`config.mk`:
```
export PLATFORM = sky130hd
export DESIGN_NAME = bank_router
export DESIGN_NICKNAME = d
export VERILOG_FILES = /design/src/rtl/bank_router_pkg.sv /design/src/rtl/bank_router_sel_mux.sv /design/src/rtl/bank_router.sv
export SDC_FILE = /design/constraint.sdc
export NUM_CORES = 1
export LEC_CHECK = 0
export CAP_MARGIN = 5
export CORE_AREA = 2 2 407 409
export CTS_CLUSTER_DIAMETER = 150
export CTS_CLUSTER_SIZE = 24
export DETAILED_ROUTE_END_ITERATION = 8
export DIE_AREA = 0 0 409 411
export HOLD_SLACK_MARGIN = 0.08
export PLACE_DENSITY = 0.33
export SYNTH_ARGS = -nofsm -noshare
export SYNTH_HDL_FRONTEND = slang
export SYNTH_HIERARCHICAL = 1
export SYNTH_SLANG_ARGS = --single-unit
```
`constraint.sdc`:
```
create_clock -name clk -period 2.7 [get_ports clk]
set_clock_uncertainty 0.1 [all_clocks]
set_input_delay 0.81 -clock clk [delete_from_list [all_inputs] [get_ports clk]]
set_output_delay 0.81 -clock clk [all_outputs]
set_load 0.02 [all_outputs]
```
`src/rtl/bank_router_pkg.sv`:
```
// Shared types for bank_router: controller state and job mode encodings.
package bank_router_pkg;

  typedef enum logic [1:0] {
    IDLE = 2'd0,
    RUN  = 2'd1,
    DONE = 2'd2
  } state_e;

  typedef enum logic {
    MODE_MANUAL = 1'b0,
    MODE_ROTATE = 1'b1
  } mode_e;

  localparam int CNT_W = 16;

endpackage

```
`src/rtl/bank_router_sel_mux.sv`:
```
// NBANK:1 line selector. An index with no matching bank yields bank 0 and raises oor_o.
module bank_sel_mux #(
  parameter int DW    = 8,
  parameter int NBANK = 3,
  parameter int BUFW  = 32,
  localparam int BW   = $clog2(NBANK)
) (
  input  logic [NBANK-1:0][BUFW-1:0][DW-1:0] idata_i,
  input  logic [BW-1:0]                      sel_i,
  output logic [BUFW-1:0][DW-1:0]            line_o,
  output logic                               oor_o
);

  logic [NBANK-1:0] hit;

  for (genvar gi = 0; gi < NBANK; gi++) begin : g_hit
    assign hit[gi] = (sel_i == BW'(gi));
  end

  always_comb begin
    line_o = idata_i[0];
    for (int b = 0; b < NBANK; b++) begin
      if (hit[b]) line_o = idata_i[b];
    end
  end

  assign oor_o = ~|hit;

endmodule

```
`src/rtl/bank_router.sv`:
```
// Routes one bank line per handshake into a single-entry output register.
// Range checking (err, zeroed line on bad index) is enabled by BANK_ROUTER_RANGE_CHK_EN.
module bank_router
  import bank_router_pkg::*;
#(
  parameter int DW    = 8,
  parameter int NBANK = 3,
  parameter int BUFW  = 32,
  localparam int BW   = $clog2(NBANK)
) (
  input  logic                               clk,
  input  logic                               rst_n,
  input  logic                               start,
  input  logic                               mode,
  input  logic [BW-1:0]                      bank_base,
  input  logic [BW-1:0]                      bank_sel,
  input  logic [CNT_W-1:0]                   nlines,
  input  logic [NBANK-1:0][BUFW-1:0][DW-1:0] idata,
  input  logic                               in_valid,
  output logic                               in_ready,
  output logic [BUFW-1:0][DW-1:0]            odata,
  output logic                               out_valid,
  input  logic                               out_ready,
  output logic [BW-1:0]                      out_bank,
  output logic                               busy,
  output logic                               done,
  output logic                               err
);

  state_e                  state_q, state_d;
  mode_e                   mode_q, mode_d;
  logic [CNT_W-1:0]        nlines_q, nlines_d;
  logic [CNT_W-1:0]        acc_q, acc_d;
  logic [CNT_W-1:0]        pop_q, pop_d;
  logic [BW-1:0]           ptr_q, ptr_d;
  logic [BUFW-1:0][DW-1:0] odata_q, odata_d;
  logic [BW-1:0]           obank_q, obank_d;
  logic                    ovalid_q, ovalid_d;
  logic                    err_q, err_d;

  logic [BW-1:0]           sel;
  logic [BUFW-1:0][DW-1:0] mux_line;
  logic [BUFW-1:0][DW-1:0] line_sel;
  logic [BW-1:0]           bank_eff;
  logic                    sel_oor;
  logic                    xfer;
  logic                    pop;

  assign sel = (mode_q == MODE_ROTATE) ? ptr_q : bank_sel;

  bank_sel_mux #(
    .DW    (DW),
    .NBANK (NBANK),
    .BUFW  (BUFW)
  ) u_mux (
    .idata_i (idata),
    .sel_i   (sel),
    .line_o  (mux_line),
    .oor_o   (sel_oor)
  );

`ifdef BANK_ROUTER_RANGE_CHK_EN
  assign line_sel = sel_oor ? '0 : mux_line;
  assign bank_eff = sel;
`else
  assign line_sel = mux_line;
  assign bank_eff = sel_oor ? '0 : sel;
`endif

  assign in_ready = (state_q == RUN) && (acc_q < nlines_q) && (!ovalid_q || out_ready);
  assign xfer     = in_valid && in_ready;
  assign pop      = ovalid_q && out_ready;

  always_comb begin
    state_d  = state_q;
    mode_d   = mode_q;
    nlines_d = nlines_q;
    acc_d    = acc_q;
    pop_d    = pop_q;
    ptr_d    = ptr_q;
    odata_d  = odata_q;
    obank_d  = obank_q;
    ovalid_d = ovalid_q;
    err_d    = err_q;

    unique case (state_q)
      IDLE: begin
        if (start) begin
          mode_d   = mode_e'(mode);
          nlines_d = nlines;
          acc_d    = '0;
          pop_d    = '0;
          ptr_d    = bank_base;
          err_d    = 1'b0;
`ifdef BANK_ROUTER_RANGE_CHK_EN
          if (mode && (int'(bank_base) >= NBANK)) err_d = 1'b1;
`endif
          state_d  = (nlines == '0) ? DONE : RUN;
        end
      end
      // Finish only once the last line has left the output register.
      RUN: begin
        if (pop && ((pop_q + 16'd1) == nlines_q)) state_d = DONE;
      end
      DONE:    state_d = IDLE;
      default: state_d = IDLE;
    endcase

    if (pop) pop_d = pop_q + 16'd1;

    if (xfer) begin
      odata_d  = line_sel;
      obank_d  = bank_eff;
      ovalid_d = 1'b1;
      acc_d    = acc_q + 16'd1;
      if (mode_q == MODE_ROTATE) begin
        if (int'(ptr_q) >= NBANK - 1) ptr_d = '0;
        else                          ptr_d = ptr_q + BW'(1);
      end
`ifdef BANK_ROUTER_RANGE_CHK_EN
      if ((mode_q == MODE_MANUAL) && sel_oor) err_d = 1'b1;
`endif
    end else if (pop) begin
      ovalid_d = 1'b0;
    end
  end

  always_ff @(posedge clk or negedge rst_n) begin
    if (!rst_n) begin
      state_q  <= IDLE;
      mode_q   <= MODE_MANUAL;
      nlines_q <= '0;
      acc_q    <= '0;
      pop_q    <= '0;
      ptr_q    <= '0;
      odata_q  <= '0;
      obank_q  <= '0;
      ovalid_q <= 1'b0;
      err_q    <= 1'b0;
    end else begin
      state_q  <= state_d;
      mode_q   <= mode_d;
      nlines_q <= nlines_d;
      acc_q    <= acc_d;
      pop_q    <= pop_d;
      ptr_q    <= ptr_d;
      odata_q  <= odata_d;
      obank_q  <= obank_d;
      ovalid_q <= ovalid_d;
      err_q    <= err_d;
    end
  end

  assign odata     = odata_q;
  assign out_bank  = obank_q;
  assign out_valid = ovalid_q;
  assign busy      = (state_q != IDLE);
  assign done      = (state_q == DONE);
  assign err       = err_q;

endmodule
```
==> summary.txt, run 1 <==
Outcome
  – Outcome: complete, but fails checks
  – Failing checks: negative setup slack

Timing
  – Hold slack: 0.413 ns
  – Hold Vio Cnt, Final: 0
  – Max_slew headroom: 0.616
  – Slew @ Worst Pin: 0.560 ns
  – Post-layout worst setup margin: -0.468 ns
  – RSZ-0062 raised after global routing: yes
  – Final setup violation count: 268
  – Final period util: 1.17
  – Setup TNS: -37.47 ns
  – Slew Viols, Final: 0
  – Final worst path period need: 3.17 ns
  – FMAX: 316 MHz

Clock network
  – Clock Latency Late Sink: 0.57 ns
  – Clk sink count: 312
  – CTS tree: built
  – CTS Root Cell: clkbuf_16
  – Clk slew on worst S/H paths: 0.10 ns
  – TritonCTS Buffers: 19
  – Clk buf depth: 3
  – Depth of the CTS H-tree: 1

Placement
  – Detailed Place HPWL: 106 mm
  – Placed Instances: 5202
  – Area after DPL: 37300 µm²
  – Gpl congestion: 0.801
  – Number of buffers added on ports: 1055
  – Dpl ws: -0.995 ns

GRT
  – Largest net degree at the start of global routing: 45
  – Global Route Usage Sum: 0.148
  – Number of global-route vias before repair: 21130
  – Remaining global-route overflow: 0
  – First-pass GRT wire length: 176 mm
  – Number of antenna violations at the first check in global routing: 40

Floorplanning
  – Die Ht: 411 µm
  – Initial core utilization: 0.139
  – CORE AREA: 164000 µm²
  – I/O Pins: 1057
  – Rows: 149
  – DIE AREA: 168000 µm²
  – Die width: 409 µm

Yosys
  – Number of synthesized flops with an enable pin: 0
  – Avg Inst Size Synth: 12.5 µm²
  – Syn Inst Count: 1813
  – Seq/Total Area, Yosys: 0.343
  – Ranking of synthesized cells by area: dfrtp_1 34%, mux2i_1 34%, mux2_4 13%, mux2_2 2.9%, buf_12 2.7%
  – Synth area leader: dfrtp_1
  – Post-synth top area share: 0.343
  – Async set-reset flop share out of synthesis: 1.00
  – Commonest cells post-synth: 769 x mux2i_1, 312 x dfrtp_1, 200 x mux2_4, 58 x mux2_2, 53 x nand2_1
  – #FFs+latches synth: 312
  – Post-Syn Nets: 2624
  – Synth cell types: 62
  – Post-synth top flop: dfrtp_1
  – Synthesis warning total: 6
  – Count leader, synth: mux2i_1
  – Post-Syn Area: 22700 µm²

Worst setup path
  – Largest fanout on the critical path: 2
  – CP required: 1.79 ns
  – Crit path capture type: output pin
  – CP Launch Type: flip-flop
  – Crit Path Category: reg -> out
  – Arrival time at the worst endpoint: 2.26 ns

Layout
  – Fin cells: 5304
  – Post-route cell area: 39700 µm²
  – Layout cells sized above 1: 0.219
  – Syn-to-layout area delta: 74.4%
  – Final Util: 0.242
  – # nets final: 3906

Pwr
  – Pwr/cell area: 918 nW/µm²
  – Final Power: 36.4 mW
  – VDD IR-drop max: 0.362 mV
  – Leak: 16.9 nW

Route
  – Number of DRC markers in iteration 0: 778
  – DR WL/cell: 24.4 µm
  – Post-DRT Antenna Nets: 0
  – Vias: 19611
  – Final WL: 129 mm
  – Via density per instance: 3.70
  – Drt drc: 0
  – Pre-antenna DRT Iters: 4

Job
  – Maxcap violations: 0

Hold path
  – Hold/Removal Path Class: reg -> reg
area by class of cell:
class / instances / area, µm²
clock inverters: 7 / 87.6
repair buffers: 1396 / 14600
well taps: 2189 / 2740
diodes: 13 / 32.5
clock buffers: 21 / 493
flip-flops and latches: 312 / 7810
inverters: 25 / 93.8
multi-input cells: 1341 / 13800
fillers: 17490 / 124000
cells by family (layout without fill, tap and decap cells):
kind of cell               count (synthesis)  count (layout)  share of synthesized area
and+or+nand+nor                          166             166                     0.0371
adders and majority gates                 17              17                    0.00935
buffers and inverters                    160            1449                     0.0718
muxes                                   1028            1028                      0.500
AOI/OAI and AO/OA                        111             111                     0.0316
DFF                                      312             312                      0.343
other                                      1              14                   0.000165
xor gates and xnor gates                  18              18                    0.00693
path summary, 6_finish.rpt:
path / slack (ns) / cells past startpoint / start / end
max: -0.47 / 7 / acc_q[6] / in_ready
min: 0.41 / 1 / odata[40] / odata[40]
max reg2reg: -0.24 / 13 / acc_q[6] / odata[175]
min reg2reg: 0.41 / 1 / odata[40] / odata[40]
max in group asynchronous: 1.13 / 3 / rst_n / pop_q[11]
min in group asynchronous: 0.68 / 2 / rst_n / odata[81]
routing by layer:
metal / vias up / routed length (µm) / GRT usage
met5: - / 159 / 0
met2: 590 / 67700 / 0.275
met3: 91 / 7320 / 0.0338
li1: 9285 / - / -
met4: 26 / 1440 / 0.0145
met1: 9619 / 52700 / 0.176
cell usage in the layout (no fill, tap or decap), types with 7 or more instances in the layout:
master / instances
a211o_1: 8
a21oi_1: 11
buf_12: 74
buf_16: 15
buf_4: 210
buf_6: 17
buf_8: 24
clkbuf_16: 21
clkdlybuf4s50_1: 1025
dfrtp_1: 311
diode_2: 13
dlygate4sd2_1: 26
ha_1: 12
inv_1: 17
inv_2: 8
mux2_4: 256
mux2i_1: 769
nand2_1: 51
nand3_1: 17
nand4_1: 10
nor2_1: 22
nor3_1: 8
nor4_1: 8
o21ai_0: 40
o31ai_1: 7
or3_1: 7
xnor2_1: 12
sequential cells by signal, summed over array words and instances, names as in the netlist:
name and count:
nlines_q 16, mode_q 1, out_bank 2, acc_q 16, out_valid 1, pop_q 16
ptr_q 2, state_q 2, odata 256
critical path: stages (launching register included):
cell	delay [ns]
dfrtp_2	0.45
ha_4	0.28
a21o_1	0.12
a21oi_2	0.06
buf_4	0.14
a2111oi_4	0.39
a21boi_4	0.10
buf_6	0.15
what timing repair did:
action                                  CTS  global route
pin swaps                                12            16
hold buffers                              1             0
gates cloned                             24             2
endpoints found under the setup margin  293           278
hold endpoints to repair                 31             0
buffers inserted                         47            22
resized for setup                       194           107
power breakdown:
group | internal (mW) | total, mW | switching, mW
logic | 12.9 | 24.8 | 11.9
clock network | 1.38 | 3.36 | 1.98
registers | 6.75 | 8.23 | 1.48
Note: power is estimated with default switching activity, not from simulation.
==> inputs of run 2 (changes only) <==
--- a/config.mk
+++ b/config.mk
@@ -7,7 +7,7 @@
 export LEC_CHECK = 0
 export CAP_MARGIN = 5
 export CORE_AREA = 2 2 407 409
-export CTS_CLUSTER_DIAMETER = 150
+export CTS_CLUSTER_DIAMETER = 30
 export CTS_CLUSTER_SIZE = 24
 export DETAILED_ROUTE_END_ITERATION = 8
 export DIE_AREA = 0 0 409 411
==> summary.txt, run 2 (synthesized netlist as in run 1, its figures left out) <==
Worst setup path
  – Buf/Inv on CP: 3
  – Crit path cell chain: ha_4 -> a21o_1 -> a21oi_2 -> buf_4 -> a2111oi_4 -> buf_4 -> a21boi_4 -> buf_6
  – CP max-delay cell: dfrtp_1
  – CP required: 1.79 ns
  – CP dominant cell by count: buf_4
  – Crit path capture type: output pin
  – Critical Path Stages: 8
  – CP top delay family: compound AO/OA/AOI/OAI gates
  – Crit Path Category: reg -> out
  – Largest stage delay on the critical path: 0.43 ns
  – Arrival time at the worst endpoint: 2.39 ns
  – CP Launch Type: flip-flop
  – Largest fanout on the critical path: 2
  – R2r worst-path depth: 11

Timing
  – Final period util: 1.22
  – Max_slew headroom: 0.582
  – Final worst path period need: 3.30 ns
  – FMAX: 303 MHz
  – RSZ-0062 raised after global routing: yes
  – Hold Vio Cnt, Final: 0
  – Post-layout worst setup margin: -0.602 ns
  – Final setup violation count: 292
  – Setup TNS: -56.89 ns
  – Slew @ Worst Pin: 0.609 ns
  – Slew Viols, Final: 0

Pwr
  – Clock power frac: 0.276
  – Net Sw Frac: 0.377
  – Logic pwr share: 0.542
  – Pwr/cell area: 1070 nW/µm²
  – Net Switching: 17.1 mW
  – Int Power: 28.3 mW
  – Reg power frac: 0.182
  – VDD IR-drop max: 0.648 mV
  – Leak: 18.1 nW
  – Final Power: 45.4 mW

Clock network
  – CTS tree: built
  – CTS Root Cell: clkbuf_16
  – TritonCTS Buffers: 115
  – Clk slew on worst S/H paths: 0.04 ns
  – Clk sink count: 312
  – Clock Latency Late Sink: 0.72 ns
  – Depth of the CTS H-tree: 3
  – Clk buf depth: 3

Layout
  – Most common cell after layout, fill and taps aside: clkdlybuf4s50_1
  – Max reg flops: 256
  – Commonest non-fill, non-tap cells in the layout: 1049 x clkdlybuf4s50_1, 769 x mux2i_1, 312 x dfrtp_1, 223 x buf_4, 217 x mux2_4
  – Syn-to-layout area delta: 85.9%
  – Final Util: 0.258
  – # nets final: 3984
  – Fin cells: 5466
  – Layout cells sized above 1: 0.244

Floorplanning
  – DIE AREA: 168000 µm²
  – I/O Pins: 1057
  – Initial core utilization: 0.139
  – Rows: 149
  – Die width: 409 µm
  – Die Ht: 411 µm
  – CORE AREA: 164000 µm²

Placement
  – Dpl ws: -0.995 ns
  – Gpl congestion: 0.801
  – Placed Instances: 5202
  – Number of buffers added on ports: 1055
  – Detailed Place HPWL: 106 mm

Route
  – Number of DRC markers in iteration 0: 681
  – Met3 routed WL: 7.91 mm
  – Final WL: 129 mm
  – Met2 WL: 67.3 mm
  – Post-DRT Antenna Nets: 0
  – Highest metal used: met5
  – Vias: 20197
  – DR WL/cell: 23.7 µm
  – Drt drc: 0
  – Pre-antenna DRT Iters: 4
  – M1 WL: 52.3 mm
  – Via density per instance: 3.70

Hold path
  – WHS Path Cells: 2
  – Hold/Removal Path Class: reg -> reg

GRT
  – Largest net degree at the start of global routing: 45
  – Number of antenna violations at the first check in global routing: 40
  – First-pass GRT wire length: 176 mm
  – Number of global-route vias before repair: 21849
  – Remaining global-route overflow: 0
  – Global Route Usage Sum: 0.149

Outcome
  – Failing checks: negative setup slack
  – Outcome: complete, but fails checks

Job
  – Maxcap violations: 0
==> run 2: changes by cell type in the layout (fill, tap and decap cells not counted), sizes merged, moves of 3 or more <==
cell           delta
clkbuf          +146
dlygate4sd2      -23
clkdlybuf4s50    +24
inv               -4
buf              -24
clkinv           +39
diode             -3
bufbuf            +7
==> run 2: metal layers <==
layer,GRT usage,vias up
met5,0,-
met4,0.0330,28
met3,0.0422,150
met2,0.270,665
met1,0.171,9831
li1,-,9523
==> run 2: cell type report <==
cell class                 count  area, µm²
inverter                      25       93.8
fill                       17341     122000
clock inverter                43        413
multi-input combinational   1341      13500
tap                         2189       2740
clock buffer                 168       3390
antenna                       10       25.0
sequential                   312       7810
timing repair buffer        1378      14300
==> run 2: path summary, 6_finish.rpt <==
check / startpoint / end / slack, ns
hold reg to reg: out_bank[0] / out_bank[0] / 0.39
setup / recovery: acc_q[6] / in_ready / -0.60
min in group asynchronous: rst_n / odata[35] / 0.59
max in group asynchronous: rst_n / odata[10] / 1.21
setup reg to reg: nlines_q[15] / odata[173] / -0.36
hold / removal: out_bank[0] / out_bank[0] / 0.39
==> run 2: power groups by stage <==
stage	clock (mW)	combinational, mW	sequential [mW]
2_1_floorplan	0	11.4	10.4
3_3_place_gp	0	24.8	8.32
3_5_place_dp	0	24.8	8.24
4_1_cts	12.9	25.3	8.29
5_1_grt	13.2	25.9	8.56
6_report	12.5	24.6	8.26
==> run 2: worst min-delay path: stages, from the launching register on <==
cell     delay (ns)
dfrtp_1        0.34
nand2_1        0.05
o21ai_0        0.06
==> run 2: timing repair <==
item	CTS	global route
hold buffers	1	0
buffers inserted	23	2
hold endpoints to repair	31	0
resized for setup	72	16
endpoints found under the setup margin	465	430
cloned	16	1
pin swaps	6	3
==> run 2: through the flow <==
stage / cell area, µm² / hold WS [ns]
2_1_floorplan: 22700 / 0.340
3_3_place_gp: 37300 / 0.387
3_5_place_dp: 37300 / 0.385
4_1_cts: 42100 / 0.399
5_1_grt: 42200 / 0.414
6_report: 42300 / 0.387
==> edit 1, RTL diff (settings of run 2) <==
Change the package constant `CNT_W` from 16 to 24.
--- a/src/rtl/bank_router_pkg.sv
+++ b/src/rtl/bank_router_pkg.sv
@@ -14,3 +14,3 @@
 
-  localparam int CNT_W = 16;
+  localparam int CNT_W = 24;
 
Ports: changed (resized nlines); port bits go from 1057 to 1065. The function was not compared with the original's and may differ.
==> edit 1 against run 2 <==
The run still ends with setup timing left. Via count up 6.7%. Cell area up 6.1%. Worst setup slack worse by 160 ps. Highest routed layer unchanged. Critical path type unchanged. Sequential cell count up 24. Maximum frequency down 4.7%. Die area unchanged. Global-route usage up 1.2 points. Routed wire length up 8.1%. Area after synthesis up 3.8%.
Power is not compared: it rests on default switching activity, and its combinational part moved more than twofold at a synthesized area within 25%.
==> edit 1: results (changes against run 2) <==
INFO  placement      io_buffers=1063 [+0.76%]
INFO  synthesis      yosys.area_share.xor_xnor=0.0134 [+0.00643]
INFO  global_routing first_pass_grt_wire_length=190mm [+7.6%]
INFO  synthesis      register_area_share_after_synthesis=0.356 [+0.0129]
INFO  synthesis      syn_area_per_cell=11.9µm² [-5.3%]
INFO  synthesis      synth.area.top_cells=dfrtp_1 36%, mux2i_1 33%, mux2_1 9.8%
INFO  outcome        run_status=finished, violations left
INFO  global_routing initial_antenna_violation_count=25 [-38%]
INFO  final_layout   post_layout_nonfiller_instances=5657 [+3.5%]
INFO  drt            num_vias=21600 [+6.7%]
INFO  drt            routed_wire_length_per_instance=24.7µm [+4.4%]
INFO  drt            met2_length=71.5mm [+6.1%]
INFO  synthesis      synth-compound-area-share=0.0463 [+0.0147]
INFO  placement      global_placer_s_final_weighted_congestion=0.803 [+0.26%]
INFO  outcome        failing_checks=setup timing
INFO  clock_network  postCtsSetupBuffers=31 [+35%]
INFO  drt            met1Wirelength=56.7mm [+8.4%]
INFO  placement      dpl_cell_area=38100µm² [+2.2%]
INFO  timing         finalSetupTns=-21310ps [+35580 ps]
INFO  clock_network  number_of_buffers_created_by_cts=140 [+22%]
INFO  timing         worst_slack=-766ps [-164 ps]
INFO  global_routing global_route.usage.met1=0.184 [+0.0124]
INFO  global_routing grt_start_max_net_pins=57 [+27%]
INFO  critical_path  reg2regPathDepth=14 [+3]
INFO  critical_path  worst_r2r_startpoint=nlines_q[1]
INFO  synthesis      synth_top_cells_by_count=771 x mux2i_1, 336 x dfrtp_1, 205 x mux2_1
INFO  global_routing met2_usage=0.287 [+0.0173]
INFO  timing         worst_slew_margin_rel=0.472 [-0.110]
INFO  placement      pre_cts_slack=-567ps [+428 ps]
INFO  synthesis      muxShareOfSynthArea=0.451 [-0.0487]
INFO  timing         timing.final.setup_violations=219 [-25%]
INFO  global_routing first_global_vias=23500 [+7.6%]
INFO  critical_path  worstPathArrival=2560ps [+170 ps]
[edit 1: cell types whose count changed after synthesis, moves of 11 or more]
| cell | before | now |
|---|---|---|
| xnor2_1 | 12 | 26 |
| dfrtp_1 | 312 | 336 |
| o31ai_1 | 7 | 22 |
| o21ai_0 | 45 | 89 |
| mux2_1 | 1 | 205 |
| clkbuf_1 | 12 | 28 |
| mux2_4 | 200 | 0 |
| a31oi_1 | 1 | 12 |
[edit 1: critical path, cell delays in order (launching register included)]
cell and delay, ps:
dfrtp_1 390, inv_2 90, ha_4 200, a21o_1 150
a211o_1 290, a2111oi_4 350, o211a_4 220, buf_6 130
[edit 1: layout make-up]
cell class                 instances  area [µm²]
antenna                            4        10.0
clock buffer                     204        4050
clock inverter                    48         817
fill                           17200      119000
inverter                          30         113
multi-input combinational       1472       14600
sequential                       336        8410
tap                             2189        2740
timing repair buffer            1374       14100
[edit 1: kinds of logic (layout without fill, tap and decap cells)]
family                     Yosys count  count (layout)
buffers and inverters              179            1656
muxes                             1031            1031
and+or+nand+nor                    205             205
DFF                                336             336
xor gates and xnor gates            36              36
other                                1               5
AOI/OAI and AO/OA                  174             174
adders and majority gates           25              25
[edit 1: worst paths after layout]
| kind | end | slack (ps) |
|---|---|---|
| hold reg to reg | odata[13] | 380 |
| setup / recovery | in_ready | -770 |
| setup reg to reg | acc_q[5] | -190 |
| hold / removal | odata[13] | 380 |
| min in group asynchronous | odata[30] | 440 |
| max in group asynchronous | odata[196] | 1180 |
[edit 1: power breakdown]
| part | switching (W) | total (W) | internal, W |
|---|---|---|---|
| combinational | 0.00387 | 0.00795 | 0.00408 |
| clock | 0.00469 | 0.0162 | 0.0115 |
| sequential | 0.000514 | 0.00641 | 0.00589 |
==> edit 2, RTL diff (flow settings as in run 2) <==
Made on the original files. Reset style: synchronous (`rst_n`), changed in one clocked block.
--- a/src/rtl/bank_router.sv
+++ b/src/rtl/bank_router.sv
@@ -127,3 +127,3 @@
 
-  always_ff @(posedge clk or negedge rst_n) begin
+  always_ff @(posedge clk) begin
     if (!rst_n) begin
Check against the original RTL: differs if rst_n is asserted again (counterexample within 4 cycles, from zero or initial values and one cycle with rst_n low); with rst_n held inactive, the same outputs for 4 cycles.
==> edit 2 against run 2 <==
The flow still finishes with violations (setup timing). Routed wire length increased by 6.6%. Area after synthesis down 2.4%. Worst setup slack improved by 110 ps. Via count rose by 20%. Cell area decreased by 3.8%. Sequential cell count unchanged. Critical endpoint unchanged. Highest routed layer unchanged.
Power is not compared: it rests on default switching activity, and its combinational part moved more than twofold at a synthesized area within 25%.
==> edit 2: results (changes against run 2) <==
INFO  outcome        run_status=finished, violations left
INFO  outcome        failing_checks=setup timing
INFO  worst_hold_path min-delay-start=odata[28]
INFO  global_routing initial_antenna_violation_count=15 [-63%]
INFO  critical_path  critPathLaunch=nlines_q[10]
INFO  critical_path  reg2regPathDepth=14 [+3]
INFO  synthesis      synth_top_cells_by_count=770 x mux2i_1, 312 x dfxtp_1, 301 x a21oi_1
INFO  global_routing grt_start_max_net_pins=74 [+64%]
INFO  critical_path  ff2ff_setup_slack=-40ps [+320 ps]
INFO  final_layout   final_layout_size_suffix_gt1_frac=0.152 [-0.0916]
INFO  placement      dpl.cell_count=5841 [+12%]
INFO  clock_network  clock_latency_late_sink=700ps [-20 ps]
INFO  placement      dpl_cell_area=36700µm² [-1.6%]
INFO  pwr            static-leakage-power=16.6nW
INFO  critical_path  worstPathArrival=2280ps [-110 ps]
INFO  synthesis      yosysWarningCount=6 [unchanged]
INFO  drt            detail_route.wirelength=138mm [+6.6%]
INFO  drt            drt_iter0_markers=1009 [+48%]
INFO  drt            num_vias=24200 [+20%]
INFO  critical_path  worst_path_largest_cell_delay=340ps [-90 ps]
INFO  global_routing first_global_vias=24900 [+14%]
INFO  synthesis      synthesis.nets=3325 [+27%]
INFO  timing         worst_slack=-490ps [+111 ps]
INFO  final_layout   syn_to_final_growth=83.3%
INFO  timing         holdWs=370ps [-16.7 ps]
INFO  timing         timing.final.setup_violations=77 [-74%]
INFO  synthesis      register_area_share_after_synthesis=0.282 [-0.0618]
INFO  clock_network  cts-root-to-sink-buffers=3 [unchanged]
INFO  final_layout   finalNetCount=4596 [+15%]
INFO  global_routing global_route.usage.total=0.157 [+0.00793]
INFO  synthesis      async_reset_ff_frac=0 [-1.00]
INFO  synthesis      syn_area_per_cell=8.83µm² [-30%]
INFO  critical_path  worst_r2r_startpoint=nlines_q[7]
INFO  drt            routed_wire_length_per_instance=22.8µm [-3.9%]
INFO  timing         finalSetupTns=-1460ps [+55430 ps]
INFO  drt            firstDrtPassIters=6 [+2]
INFO  synthesis      synth.area.top_cells=mux2i_1 35%, dfxtp_1 28%, a21oi_1 6.8%
INFO  synthesis      yosysUniqueCellTypes=63 [+1.6%]
INFO  final_layout   nFillCells=17800 [+2.7%]
INFO  worst_hold_path worst_hold_path.endpoint=odata[28]
INFO  placement      global_placer_s_final_weighted_congestion=0.838 [+4.7%]
INFO  synthesis      synthFlopType=dfxtp_1
INFO  clock_network  number_of_buffers_created_by_cts=107 [-7.0%]
INFO  placement      detailed_place_hpwl=112mm [+6.0%]
INFO  critical_path  timing.critical_path.slowest_stage_cell=dfxtp_2
INFO  placement      pre_cts_slack=-711ps [+284 ps]
INFO  critical_path  rr_endpoint=odata[126]
INFO  global_routing first_pass_grt_wire_length=190mm [+7.8%]
INFO  timing         worst_slew_margin_rel=0.576 [-0.00575]
==> edit 2: cells by family (layout without fill, tap and decap cells) <==
group                    count (synthesis)  after routing  share of synthesized area
multiplexers                           772            772                      0.348
AO/OA/AOI/OAI                          623            623                      0.147
AND/OR/NAND/NOR                        483            483                      0.107
flip-flops                             312            312                      0.282
buffers and inverters                  283           1642                     0.0963
XOR/XNOR                                23             23                    0.00976
adder cells (fa/ha/maj)                 17             17                    0.00959
other                                    1              5                   0.000169
==> edit 2: power by group through the flow <==
stage	clock network (W)	logic, W	registers (W)
after CTS	0.0122	0.00667	0.00507
final	0.0119	0.00662	0.00507
after detailed placement	0	0.00657	0.00514
after global routing	0.0125	0.00708	0.00510
after floorplan	0	0.00275	0.00539
after global placement	0	0.00658	0.00515
==> edit 2: what timing repair did <==
item,in CTS,in global routing
setup buffers,9,9
resized for setup,161,30
endpoints found under the setup margin,203,236
pin swaps,7,21
hold endpoints to repair,0,0
cloned,4,2
==> edit 2: critical path: cells and delay by family, from the launching register on <==
kind / cells / cell delay (ps)
flip-flops: 1 / 340
buffers and inverters: 3 / 220
AND/OR/NAND/NOR: 2 / 340
AO/OA/AOI/OAI: 2 / 450
adder cells (fa/ha/maj): 1 / 260
==> edit 2: final cells by class <==
cell class | count | area share
Clock inverter | 22 | 0.00548
Multi-Input combinational cell | 1919 | 0.345
Inverter | 21 | 0.00255
Sequential cell | 312 | 0.154
Antenna cell | 4 | 0.000246
Clock buffer | 175 | 0.0820
Timing Repair Buffer | 1424 | 0.344
Tap cell | 2189 | 0.0673
==> edit 2: per-layer routing <==
layer / track usage / vias up / part of all wire
met4: 0.0523 / 12 / 0.027
li1: - / 11800 / -
met5: 0 / - / 0.00054
met3: 0.0390 / 130 / 0.057
met2: 0.266 / 723 / 0.49
met1: 0.192 / 11500 / 0.43
